**config.mk**
```make
export PLATFORM = sky130hd
export DESIGN_NAME = nw_traceback
export DESIGN_NICKNAME = d
export VERILOG_FILES = /design/src/rtl/nw_pkg.sv /design/src/rtl/nw_sym_decode.sv /design/src/rtl/nw_traceback.sv
export SDC_FILE = /design/constraint.sdc
export NUM_CORES = 1
export LEC_CHECK = 0
export CORE_MARGIN = 3
export CORE_UTILIZATION = 49
export DETAILED_ROUTE_END_ITERATION = 10
export PLACE_DENSITY_LB_ADDON = 0.1
export SYNTH_ARGS = -nofsm -noshare
export SYNTH_HDL_FRONTEND = slang
export SYNTH_SLANG_ARGS = --single-unit
```
**constraint.sdc**
```tcl
create_clock -name clk -period 2.8 [get_ports clk]
set_input_delay 0.56 -clock clk [delete_from_list [all_inputs] [get_ports clk]]
set_output_delay 0.56 -clock clk [all_outputs]
set_load 0.01 [all_outputs]
```
**src/rtl/nw_pkg.sv**
```systemverilog
// Shared definitions for the Needleman-Wunsch datapath.
// - Direction symbol bit positions ({diag,up,left}), as written by the compare cell.
// - One-hot traceback move codes.
// - Traceback FSM state encoding.
// - Score width, kept here so it matches the compare cell.
package nw_pkg;

  localparam int SYM_DIAG = 2;
  localparam int SYM_UP   = 1;
  localparam int SYM_LEFT = 0;

  localparam logic [2:0] OP_NONE = 3'b000;
  localparam logic [2:0] OP_DIAG = 3'b100;
  localparam logic [2:0] OP_UP   = 3'b010;
  localparam logic [2:0] OP_LEFT = 3'b001;

  localparam int SCORE_W = 9;

  typedef enum logic [2:0] {
    ST_IDLE    = 3'd0,
    ST_ISSUE   = 3'd1,
    ST_CAPTURE = 3'd2,
    ST_EMIT    = 3'd3,
    ST_DONE    = 3'd4
  } state_t;

endpackage

```
**src/rtl/nw_sym_decode.sv**
```systemverilog
// Priority decode of a 3-bit direction symbol into a one-hot move.
// Ports:
//   sym     in  3  symbol {diag,up,left}
//   op      out 3  one-hot move; DIAG beats UP beats LEFT when several bits are set
//   invalid out 1  symbol 000 (no predecessor recorded)
module nw_sym_decode
  import nw_pkg::*;
(
  input  logic [2:0] sym,
  output logic [2:0] op,
  output logic       invalid
);

  always_comb begin
    op      = OP_NONE;
    invalid = 1'b0;
    if (sym[SYM_DIAG]) begin
      op = OP_DIAG;
    end else if (sym[SYM_UP]) begin
      op = OP_UP;
    end else if (sym[SYM_LEFT]) begin
      op = OP_LEFT;
    end else begin
      invalid = 1'b1;
    end
  end

endmodule

```
**src/rtl/nw_traceback.sv**
```systemverilog
// Needleman-Wunsch traceback: walks the direction matrix from (N,M) back to
// (0,0) through a synchronous-read RAM and streams one move per step, end first.
//
// Optional feature macro: TRACEBACK_STATS_EN adds per-move-type counters.
//
// Ports:
//   clk, rst     clock, synchronous active-high reset
//   start        begin a traceback (only honoured in IDLE)
//   busy         walk in progress (ISSUE/CAPTURE/EMIT)
//   done         one-cycle pulse at the end of a walk (normal or error)
//   err          sticky: a 000 symbol was read; cleared by the next start
//   dir_rd_en    direction-RAM read strobe
//   dir_addr     row-major address i*(M+1)+j
//   dir_data     symbol returned the cycle after dir_rd_en
//   op_valid     move available
//   op_ready     consumer accepts the move
//   op, op_i, op_j  one-hot move and the cell it leaves
//   dbg_state    current FSM state (nw_pkg::state_t encoding)
//   n_diag, n_up, n_left  (TRACEBACK_STATS_EN only) accepted moves per type
//
// Stream handshake: a move transfers on every rising edge where
// op_valid && op_ready; while op_valid is high and op_ready is low, op, op_i
// and op_j hold their values and op_valid stays high.
module nw_traceback
  import nw_pkg::*;
#(
  parameter int N = 8,
  parameter int M = 8,
  localparam int IW = $clog2(N + 1),
  localparam int JW = $clog2(M + 1),
  localparam int AW = $clog2((N + 1) * (M + 1))
) (
  input  logic          clk,
  input  logic          rst,
  input  logic          start,
  output logic          busy,
  output logic          done,
  output logic          err,
  output logic          dir_rd_en,
  output logic [AW-1:0] dir_addr,
  input  logic [2:0]    dir_data,
  output logic          op_valid,
  input  logic          op_ready,
  output logic [2:0]    op,
  output logic [IW-1:0] op_i,
  output logic [JW-1:0] op_j,
  output logic [2:0]    dbg_state
`ifdef TRACEBACK_STATS_EN
  ,
  output logic [$clog2(N+M+1)-1:0] n_diag,
  output logic [$clog2(N+M+1)-1:0] n_up,
  output logic [$clog2(N+M+1)-1:0] n_left
`endif
);

  state_t        state_q, state_d;
  logic [IW-1:0] i_q, i_d;
  logic [JW-1:0] j_q, j_d;
  logic          err_q, err_d;
  logic [2:0]    op_q, op_d;

  logic [2:0]    dec_op;
  logic          dec_invalid;
  logic [AW-1:0] addr_calc;
  logic          handshake;

  nw_sym_decode u_dec (
    .sym     (dir_data),
    .op      (dec_op),
    .invalid (dec_invalid)
  );

  // Full-width unsigned row-major address; i and j are never below zero.
  assign addr_calc = AW'(i_q) * AW'(M + 1) + AW'(j_q);
  assign handshake = (state_q == ST_EMIT) && op_ready;

  always_ff @(posedge clk) begin
    if (rst) begin
      state_q <= ST_IDLE;
      i_q     <= '0;
      j_q     <= '0;
      err_q   <= 1'b0;
      op_q    <= OP_NONE;
    end else begin
      state_q <= state_d;
      i_q     <= i_d;
      j_q     <= j_d;
      err_q   <= err_d;
      op_q    <= op_d;
    end
  end

  always_comb begin
    state_d   = state_q;
    i_d       = i_q;
    j_d       = j_q;
    err_d     = err_q;
    op_d      = op_q;
    dir_rd_en = 1'b0;
    dir_addr  = '0;
    case (state_q)
      ST_IDLE: begin
        if (start) begin
          i_d     = IW'(N);
          j_d     = JW'(M);
          err_d   = 1'b0;
          state_d = ST_ISSUE;
        end
      end
      ST_ISSUE: begin
        // On row 0 or column 0 the only legal move is forced, so no read.
        if (i_q != '0 && j_q != '0) begin
          dir_rd_en = 1'b1;
          dir_addr  = addr_calc;
          state_d   = ST_CAPTURE;
        end else if (i_q == '0) begin
          op_d    = OP_LEFT;
          state_d = ST_EMIT;
        end else begin
          op_d    = OP_UP;
          state_d = ST_EMIT;
        end
      end
      ST_CAPTURE: begin
        if (dec_invalid) begin
          err_d   = 1'b1;
          state_d = ST_DONE;
        end else begin
          op_d    = dec_op;
          state_d = ST_EMIT;
        end
      end
      ST_EMIT: begin
        if (op_ready) begin
          if (op_q[SYM_DIAG]) begin
            i_d = i_q - IW'(1);
            j_d = j_q - JW'(1);
          end else if (op_q[SYM_UP]) begin
            i_d = i_q - IW'(1);
          end else begin
            j_d = j_q - JW'(1);
          end
          if (i_d == '0 && j_d == '0) begin
            state_d = ST_DONE;
          end else begin
            state_d = ST_ISSUE;
          end
        end
      end
      ST_DONE: begin
        state_d = ST_IDLE;
      end
      default: begin
        state_d = ST_IDLE;
      end
    endcase
  end

  assign busy      = (state_q == ST_ISSUE) || (state_q == ST_CAPTURE) || (state_q == ST_EMIT);
  assign done      = (state_q == ST_DONE);
  assign err       = err_q;
  assign op_valid  = (state_q == ST_EMIT);
  assign op        = op_q;
  assign op_i      = i_q;
  assign op_j      = j_q;
  assign dbg_state = state_q;

`ifdef TRACEBACK_STATS_EN
  localparam int CW = $clog2(N + M + 1);

  logic [CW-1:0] n_diag_q, n_up_q, n_left_q;

  always_ff @(posedge clk) begin
    if (rst) begin
      n_diag_q <= '0;
      n_up_q   <= '0;
      n_left_q <= '0;
    end else if (state_q == ST_IDLE && start) begin
      n_diag_q <= '0;
      n_up_q   <= '0;
      n_left_q <= '0;
    end else if (handshake) begin
      if (op_q[SYM_DIAG]) n_diag_q <= n_diag_q + CW'(1);
      if (op_q[SYM_UP])   n_up_q   <= n_up_q + CW'(1);
      if (op_q[SYM_LEFT]) n_left_q <= n_left_q + CW'(1);
    end
  end

  assign n_diag = n_diag_q;
  assign n_up   = n_up_q;
  assign n_left = n_left_q;
`else
  logic unused_hs;
  assign unused_hs = handshake;
`endif

endmodule

```
==> results.cfg, run 1 <==
[detailed_routing]
drt_iter0_drc = 41
totalWireLength_um = 3630
drtAntennaViolNets = 0
first_pass_iters = 5
vias = 1396
drt-vias-per-instance = 5.97
drc = 0
routedWlPerCell_um = 15.5

[place]
port-buffer-count = 32
placed_area_sq_um = 1690
dp_hpwl_um = 2620
routabilityCongestion = 0.884

[clock_network]
clk_pin_slew_ns = 0.09
hold_buffers = 0
cts_sinks = 15
h-tree-depth = 1
tritoncts = done
numCtsBuffers = 3
clk_latency_ns = 0.29
clockBufferDepth = 2
clockRootBuffer = clkbuf_4

[setup_path]
startpoint = op_i[0]
worstReg2RegEnd = dbg_state[2]
crit_path_start_kind = register
critPathMaxStageDelay_ns = 0.37
reg2reg_slack_ns = 0.71
cp.arrival_ns = 2.19
critical_path.endpoint_type = primary output
cp-endpoint = dir_addr[5]
r2r_start = op_i[0]
critPathSlowestCell = fa_2
path_max_fanout = 3
worstRegToRegCells = 7
crit_chain = buf_4 -> ha_2 -> ha_4 -> fa_2 -> a21o_1 -> a21oi_2 -> xor2_1 -> nor2_1 -> clkbuf_2
critPathRequiredTime_ns = 2.24
critPathKind = reg -> out

[synthesis]
synth.avg_cell_area_sq_um = 7.90
ys_seq_area_frac = 0.235
synth_top_area_share = 0.235
syn_nets = 183
synth-edff-count = 0
synthArstFlopShare = 0
synth_cell_types = 42
syn_area_sq_um = 1280
yosysMostFrequentCell = nor2_1
post-synth-top-area-cell = dfxtp_1
synthTopCellsByCount = nor2_1 (18), a21oi_1 (17), dfxtp_1 (15)
syn_inst = 162
synth_ff_type = dfxtp_1
synth.ff_latch_count = 15
yosysWarningCount = 0
synth_top_cells_by_area = dfxtp_1 (23%), ha_1 (13%), a21oi_1 (6.6%), nor2_1 (5.3%), nand2_1 (3.8%)

[grt]
grt-ovfl-total = 0
antenna_found_initial = 0
grt_pass1_wl_um = 5800
grt_pass1_vias = 1310
grtUsageTotal = 0.223
grt_max_degree = 16

[outcome]
outcome = complete, no violations

[timing]
fin_crit_ns = 2.75
slew_headroom = 0.611
worst_pin_slew_ns = 0.581
post-route-period-util = 0.980
hold_viol_final = 0
grt_setup_unrepaired = yes
worst_clock_skew_ns = 0.00450
setup_violations = 0
fmax_ghz = 0.364
timing.hold.ws_ns = 0.482
maxSlewViolCount = 0

[final_layout]
fillers = 171
multi_input_area_sq_um = 1030
final_area_sq_um = 1840
drive_gt1_frac = 0.238
antenna_cells = 0
fin_nets = 228
seq_area_sq_um = 307
area_growth_pct = 44.1

[floorplanning]
fp.dieH_um = 57.1
dieArea_sq_um = 3260
core_area_sq_um = 2340
num_rows = 17
start_util = 0.547
io_pins = 33
chipWidth_um = 57.1

[worst_hold_path]
hold_path_class = reg -> reg

[pwr]
power.density_nw_per_um2 = 398
ir_drop_uv = 354
leakage_nw = 0.761

[flow_run]
maxCapViolations = 0
[power breakdown]
part	switching (mW)	total [mW]	internal, mW
Combinational	0.160	0.334	0.174
Clock	0.0773	0.133	0.0554
Sequential	0.0336	0.267	0.234
Total	0.270	0.734	0.463
[per-layer routing]
layer / GRT usage / share of wire / wire (um)
met1: 0.255 / 0.39 / 1430
met2: 0.424 / 0.53 / 1940
met3: 0.0385 / 0.051 / 185
met4: 0.0530 / 0.019 / 70
met5: 0 / 0 / 0
[cell type report]
type | count | area share
clock buffer | 4 | 0.0142
inverter | 9 | 0.0183
multi-input combinational | 132 | 0.560
sequential | 15 | 0.166
tap | 28 | 0.0190
timing repair buffer | 46 | 0.223
[sequential cells by signal, summed over array words and instances (netlist names)]
name	flops
dbg_state	3
err	1
op	3
op_i	4
op_j	4
[worst max-delay path: cells and delay by family (launching register included)]
kind | cells | cell delay, ns
AO/OA/AOI/OAI | 2 | 0.31
adder cells (fa/ha/maj) | 3 | 0.74
XOR/XNOR | 1 | 0.17
flip-flops | 1 | 0.35
buffers and inverters | 2 | 0.27
AND/OR/NAND/NOR | 1 | 0.07
[metrics by stage]
| step | std cells | util | setup slack, ns | TNS, ns | power [mW] |
|---|---|---|---|---|---|
| 6_report | 234 | 0.788 | 0.0549 | 0 | 0.734 |
| 5_1_grt | 234 | 0.788 | -0.0169 | -0.0413 | 0.785 |
| 4_1_cts | 233 | 0.754 | -0.139 | -0.139 | 0.722 |
| 3_5_place_dp | 228 | 0.723 | -0.142 | -0.258 | 0.568 |
| 3_3_place_gp | 228 | 0.723 | -0.0271 | -0.0474 | 0.558 |
| 2_1_floorplan | 162 | - | 0.302 | 0 | 0.452 |
[cell usage in the layout (no fill, tap or decap), types with 3 or more instances in the layout]
| cell type | instances |
|---|---|
| nor4_1 | 3 |
| mux2i_1 | 3 |
| clkbuf_4 | 3 |
| ha_4 | 7 |
| nand2_1 | 13 |
| nand2b_1 | 5 |
| nor2_1 | 18 |
| a21oi_1 | 15 |
| dlygate4sd2_1 | 4 |
| dfxtp_2 | 5 |
| inv_1 | 8 |
| o21ai_0 | 8 |
| nor2b_1 | 3 |
| and2_1 | 6 |
| ha_1 | 4 |
| buf_4 | 14 |
| nor3_1 | 5 |
| clkdlybuf4s50_1 | 24 |
| dfxtp_1 | 10 |
[what timing repair did]
item                                    4_1_cts  5_1_grt
gates resized for setup                      20       19
cloned                                        0        0
endpoints found under the setup margin        8        5
pin swaps                                     2        3
buffers inserted                              1        1
[how the worst min path moves through the flow]
stage	cells after the start	slack (ns)	endpoint	startpoint
2_1_floorplan	2	0.49	err	err
3_3_place_gp	2	0.46	err	err
3_5_place_dp	2	0.47	err	err
4_1_cts	2	0.49	err	err
5_1_grt	2	0.51	err	err
6_report	2	0.48	err	err
[kinds of logic after synthesis]
kind of cell	Yosys count	share of synthesized area
and+or+nand+nor	67	0.282
AOI/OAI and AO/OA	42	0.220
buffers and inverters	15	0.0528
DFF	15	0.235
adders and majority gates	14	0.143
muxes	5	0.0411
xor gates and xnor gates	4	0.0274
Note: power is estimated with default switching activity, not from simulation.
==> run 2: changes to the inputs <==
--- a/config.mk
+++ b/config.mk
@@ -6,9 +6,10 @@
 export NUM_CORES = 1
 export LEC_CHECK = 0
 export CORE_MARGIN = 3
-export CORE_UTILIZATION = 49
+export CORE_UTILIZATION = 48
 export DETAILED_ROUTE_END_ITERATION = 10
 export PLACE_DENSITY_LB_ADDON = 0.1
 export SYNTH_ARGS = -nofsm -noshare
 export SYNTH_HDL_FRONTEND = slang
+export SYNTH_HIERARCHICAL = 1
 export SYNTH_SLANG_ARGS = --single-unit
==> run 2 against run 1 <==
Net effect: highest routed layer unchanged; power is 2.9% lower; largest power group unchanged; combinational power about the same; die area up 0.44%; the flow now finishes with violations (setup timing); register-to-register slack lost 0.15 ns.
==> results.cfg, run 2 <==
[synthesis]
synth_top_cells_by_area = dfxtp_1 (24%), ha_1 (13%), a21oi_1 (6.8%), nor2_1 (5.7%), nor3_1 (4.4%)
synth.avg_cell_area_sq_um = 7.78
yosysWarningCount = 6
ys_seq_area_frac = 0.238
synth_ff_type = dfxtp_1
synth_cell_types = 44
synth-edff-count = 0
yosysMostFrequentCell = nor2_1
post-synth-top-area-cell = dfxtp_1
synth.ff_latch_count = 15
syn_nets = 183
synth_top_area_share = 0.238
synthTopCellsByCount = nor2_1 (19), a21oi_1 (17), dfxtp_1 (15)
syn_area_sq_um = 1260
synthArstFlopShare = 0
syn_inst = 162

[final_layout]
drive_gt1_frac = 0.235
mostFrequentLayoutCell = clkdlybuf4s50_1
area_growth_pct = 47.3
antenna_cells = 0
fin_nets = 235
most-common-layout-cells = clkdlybuf4s50_1 (24), nor2_1 (19), buf_4 (18)
final_util = 0.793
finalNonFillerCells = 241

[floorplanning]
fp.dieH_um = 57.2
core_area_sq_um = 2340
chipWidth_um = 57.2
io_pins = 33
start_util = 0.539
num_rows = 17
dieArea_sq_um = 3280

[detailed_routing]
totalWireLength_um = 4030
vias = 1482
first_pass_iters = 5
drtAntennaViolNets = 0
drt_iter0_drc = 105
drt-vias-per-instance = 6.15
drc = 0
routedWlPerCell_um = 16.7

[timing]
worst_clock_skew_ns = 0.0115
post-route-period-util = 1.02
final.setup.worst_slack_ns = -0.0476
fmax_ghz = 0.351
maxSlewViolCount = 0
setup_violations = 1
worst_pin_slew_ns = 0.396
slew_headroom = 0.735
hold_viol_final = 0
grt_setup_unrepaired = yes
fin_crit_ns = 2.85
timing.hold.ws_ns = 0.518

[outcome]
violations = setup timing
outcome = finished, violations left

[setup_path]
worstReg2RegEnd = op[1]
crit_chain = buf_6 -> ha_4 -> ha_4 -> ha_4 -> buf_6 -> buf_4 -> a211oi_1 -> nor3_1 -> clkdlybuf4s15_1
crit_path_start_kind = register
critPathKind = reg -> out
worstRegToRegCells = 10
cp.arrival_ns = 2.29
cp_top_family = adder cells
reg2reg_slack_ns = 0.56
crit_buf_inv = 4
critPathMaxStageDelay_ns = 0.33
r2r_start = op_i[0]
path_common_cell = ha_4
critPathRequiredTime_ns = 2.24
critPathSlowestCell = dfxtp_2
path_max_fanout = 2
critical_path.endpoint_type = primary output

[grt]
grt-ovfl-total = 0
grt_max_degree = 15
grt_pass1_vias = 1346
grt_pass1_wl_um = 6310
grtUsageTotal = 0.244
antenna_found_initial = 0

[place]
dp_hpwl_um = 2830
place_inst = 235
port-buffer-count = 32
routabilityCongestion = 0.876

[pwr]
ir_drop_uv = 322
p_total_mw = 0.712
combPwrFrac = 0.469
switchingPower_mw = 0.259
power.share.sequential = 0.346
internal-power_mw = 0.454
p_clk_frac = 0.184
leakage_nw = 0.780
power.density_nw_per_um2 = 384
swShare = 0.363

[clock_network]
clk_latency_ns = 0.29
clockBufferDepth = 2
tritoncts = done
h-tree-depth = 1
numCtsBuffers = 3
hold_buffers = 0
cts_sinks = 15
clockRootBuffer = clkbuf_4
clk_pin_slew_ns = 0.11

[worst_hold_path]
holdPathEnd = op[0]
hold_depth = 2
min_from = op[0]
hold_path_class = reg -> reg

[flow_run]
maxCapViolations = 0
==> run 2: layer usage <==
layer  routed length, um  vias up  global-route usage
li1                    -      686                   -
met1                1610      689               0.288
met2                1970       90               0.434
met3                 320       17              0.0362
met4                 127        0               0.109
met5                   0        -                   0
==> run 2: worst max-delay path by stage <==
stage	cells past startpoint	to	start	slack [ns]
2_1_floorplan	8	dir_addr[6]	op_i[0]	0.17
3_3_place_gp	9	dir_addr[6]	op_i[0]	-0.1
3_5_place_dp	9	dir_addr[6]	op_i[0]	-0.19
4_1_cts	10	dir_addr[6]	op_i[0]	-0.08
5_1_grt	9	dir_addr[4]	op_i[0]	-0.09
6_report	9	dir_addr[4]	op_i[0]	-0.05
==> run 2: what timing repair did <==
item | 4_1_cts | 5_1_grt
buffers inserted | 1 | 1
endpoints found under the setup margin | 8 | 7
pin swaps | 3 | 11
resized for setup | 27 | 11
==> run 2: through the flow <==
step	area [sq um]	setup WS [ns]	TNS (ns)
global placement	1730	-0.0961	-0.175
floorplan	1260	0.172	0
finish	1860	-0.0476	-0.0476
global route	1860	-0.0884	-0.205
CTS	1810	-0.0817	-0.0817
detailed placement	1730	-0.193	-0.329
==> run 2: worst register-to-register path: cells and delay by family (launching register included) <==
| family | cells | cell delay [ns] |
|---|---|---|
| buffers and inverters | 4 | 0.41 |
| flip-flops | 1 | 0.33 |
| AND/OR/NAND/NOR | 3 | 0.80 |
| AO/OA/AOI/OAI | 2 | 0.48 |
| adder cells (fa/ha/maj) | 1 | 0.18 |
==> run 2: cell families after synthesis <==
kind of cell,after synthesis,synth area share
AOI/OAI and AO/OA,41,0.209
DFF,15,0.238
adders and majority gates,14,0.145
xor gates and xnor gates,4,0.0278
muxes,1,0.00794
and+or+nand+nor,72,0.319
buffers and inverters,15,0.0536
==> run 2: area by class of cell <==
cell class | instances | area (sq um)
multi-input cells | 132 | 987
fillers | 168 | 484
repair buffers | 53 | 468
flip-flops and latches | 15 | 302
inverters | 9 | 36.3
well taps | 28 | 35.0
clock buffers | 3 | 22.5
clock inverters | 1 | 5.00
==> run 2: power groups by stage <==
stage / clock [mW] / sequential, mW / combinational (mW)
final: 0.131 / 0.247 / 0.334
after floorplan: 0 / 0.264 / 0.158
after detailed placement: 0 / 0.250 / 0.290
after global routing: 0.136 / 0.249 / 0.360
after CTS: 0.130 / 0.246 / 0.307
after global placement: 0 / 0.248 / 0.279
==> run 3: changes to the inputs <==
--- a/config.mk
+++ b/config.mk
@@ -5,6 +5,7 @@
 export SDC_FILE = /design/constraint.sdc
 export NUM_CORES = 1
 export LEC_CHECK = 0
+export CORE_ASPECT_RATIO = 0.9
 export CORE_MARGIN = 3
 export CORE_UTILIZATION = 48
 export DETAILED_ROUTE_END_ITERATION = 10
==> run 3 against run 2 <==
Net effect: the flow now finishes without violations; non-clock buffer count up 1; final cell count is the same; sequential power grew 2%; via count fell by 3.2%; clock power about the same; hold slack worse by 0.021 ns; fmax rose by 1.9%; first-iteration DRC count increased by 5.7%; power shrank 3.5%; clock skew decreased by 0.0061 ns; design area decreased by 0.27%; largest cell class unchanged.
==> results.cfg, run 3 (same netlist as run 2, synthesis figures left out) <==
[detailed_routing]
totalWireLength_um = 3770
vias = 1435
drc = 0
drt_iter0_drc = 111
drt-vias-per-instance = 5.95
drtAntennaViolNets = 0
routedWlPerCell_um = 15.6
first_pass_iters = 4

[clock_network]
cts_sinks = 15
clockRootBuffer = clkbuf_4
numCtsBuffers = 3
clk_latency_ns = 0.29
clockBufferDepth = 2
clk_pin_slew_ns = 0.09
h-tree-depth = 1
tritoncts = done

[setup_path]
path_max_fanout = 2
reg2reg_slack_ns = 0.59
critPathMaxStageDelay_ns = 0.33
worstReg2RegEnd = op[1]
cp.arrival_ns = 2.23
critPathRequiredTime_ns = 2.24
critPathSlowestCell = dfxtp_2
crit_path_start_kind = register
path_common_cell = ha_4
crit_chain = buf_4 -> ha_4 -> ha_4 -> ha_4 -> o21ai_2 -> o21bai_1 -> a21oi_2 -> xor2_1 -> nor2_1 -> buf_2
r2r_start = op_i[0]
worstRegToRegCells = 10
critical_path.endpoint_type = primary output
critPathKind = reg -> out

[floorplanning]
chipWidth_um = 60.0
fp.dieH_um = 54.6
start_util = 0.543
io_pins = 33
dieArea_sq_um = 3280
core_area_sq_um = 2320
num_rows = 16

[worst_hold_path]
hold_depth = 2
min_from = op[0]
holdPathEnd = op[0]
hold_path_class = reg -> reg

[final_layout]
most-common-layout-cells = clkdlybuf4s50_1 (24), buf_4 (21), nor2_1 (19)
fillers = 158
final_util = 0.797
seq_area_sq_um = 305
drive_gt1_frac = 0.262
mostFrequentLayoutCell = clkdlybuf4s50_1
multi_input_area_sq_um = 986
antenna_cells = 0
fin_nets = 236
area_growth_pct = 46.9

[place]
dp_hpwl_um = 2640
routabilityCongestion = 0.840
port-buffer-count = 32

[grt]
grt_pass1_vias = 1296
grt_max_degree = 16
grtUsageTotal = 0.243
grt-ovfl-total = 0
grt_pass1_wl_um = 6000
antenna_found_initial = 0

[timing]
finalSetupTns_ns = 0
slew_headroom = 0.687
maxSlewViolCount = 0
worst_pin_slew_ns = 0.458
grt_setup_unrepaired = yes
hold_viol_final = 0
fmax_ghz = 0.358
fin_crit_ns = 2.79
setup_violations = 0
worst_clock_skew_ns = 0.00541
post-route-period-util = 0.998

[pwr]
ir_drop_uv = 318
leakage_nw = 0.779
power.density_nw_per_um2 = 372

[flow_run]
maxCapViolations = 0

[outcome]
outcome = complete, no violations
[run 3: cell type report]
class,count,share of cell area
multi-input combinational,132,0.533
timing repair buffer,54,0.250
sequential,15,0.165
inverter,9,0.0196
tap,27,0.0183
clock buffer,4,0.0142
[run 3: worst max-delay path by stage]
stage	slack, ns	from	to
floorplan	0.17	op_i[0]	dir_addr[6]
global placement	-0.11	op_i[0]	dir_addr[6]
detailed placement	-0.25	op_i[0]	dir_addr[6]
CTS	-0.1	op_i[0]	dir_addr[6]
global route	-0.07	op_i[0]	dir_addr[6]
finish	0.005	op_i[0]	dir_addr[6]
[run 3: metrics by stage]
step / instance area [sq um] / worst slack [ns] / hold slack [ns] / cells / power, mW
finish: 1850 / 0.00505 / 0.497 / 241 / 0.688
CTS: 1820 / -0.0958 / 0.512 / 241 / 0.676
global placement: 1730 / -0.113 / 0.478 / 235 / 0.526
floorplan: 1260 / 0.172 / 0.535 / 162 / 0.422
global route: 1850 / -0.0730 / 0.535 / 241 / 0.733
detailed placement: 1730 / -0.247 / 0.489 / 235 / 0.531
[run 3: report_power, final]
| group | total (mW) | internal, mW | leakage (nW) | switching [mW] |
|---|---|---|---|---|
| combinational | 0.308 | 0.158 | 0.640 | 0.149 |
| clock | 0.128 | 0.0554 | 0.0150 | 0.0723 |
| sequential | 0.252 | 0.232 | 0.124 | 0.0204 |
| total | 0.688 | 0.445 | 0.779 | 0.242 |
[run 3: routing by layer]
metal,global-route usage,part of all wire,up-vias
met5,0,0,-
met4,0.0701,0.024,0
met3,0.0472,0.067,12
met2,0.414,0.49,69
met1,0.313,0.42,662
li1,-,-,692
[run 3: critical path: cells and delay by family, from the launching register on]
kind / cells / cell delay (ns)
flip-flops: 1 / 0.33
AND/OR/NAND/NOR: 1 / 0.09
AO/OA/AOI/OAI: 3 / 0.38
buffers and inverters: 2 / 0.26
XOR/XNOR: 1 / 0.15
adder cells (fa/ha/maj): 3 / 0.73
[run 3: repair_timing]
| action | in CTS | in global routing |
|---|---|---|
| endpoints found under the setup margin | 8 | 6 |
| hold buffers | 0 | 0 |
| pin swaps | 8 | 3 |
| resized for setup | 24 | 17 |
| buffers inserted | 2 | 0 |
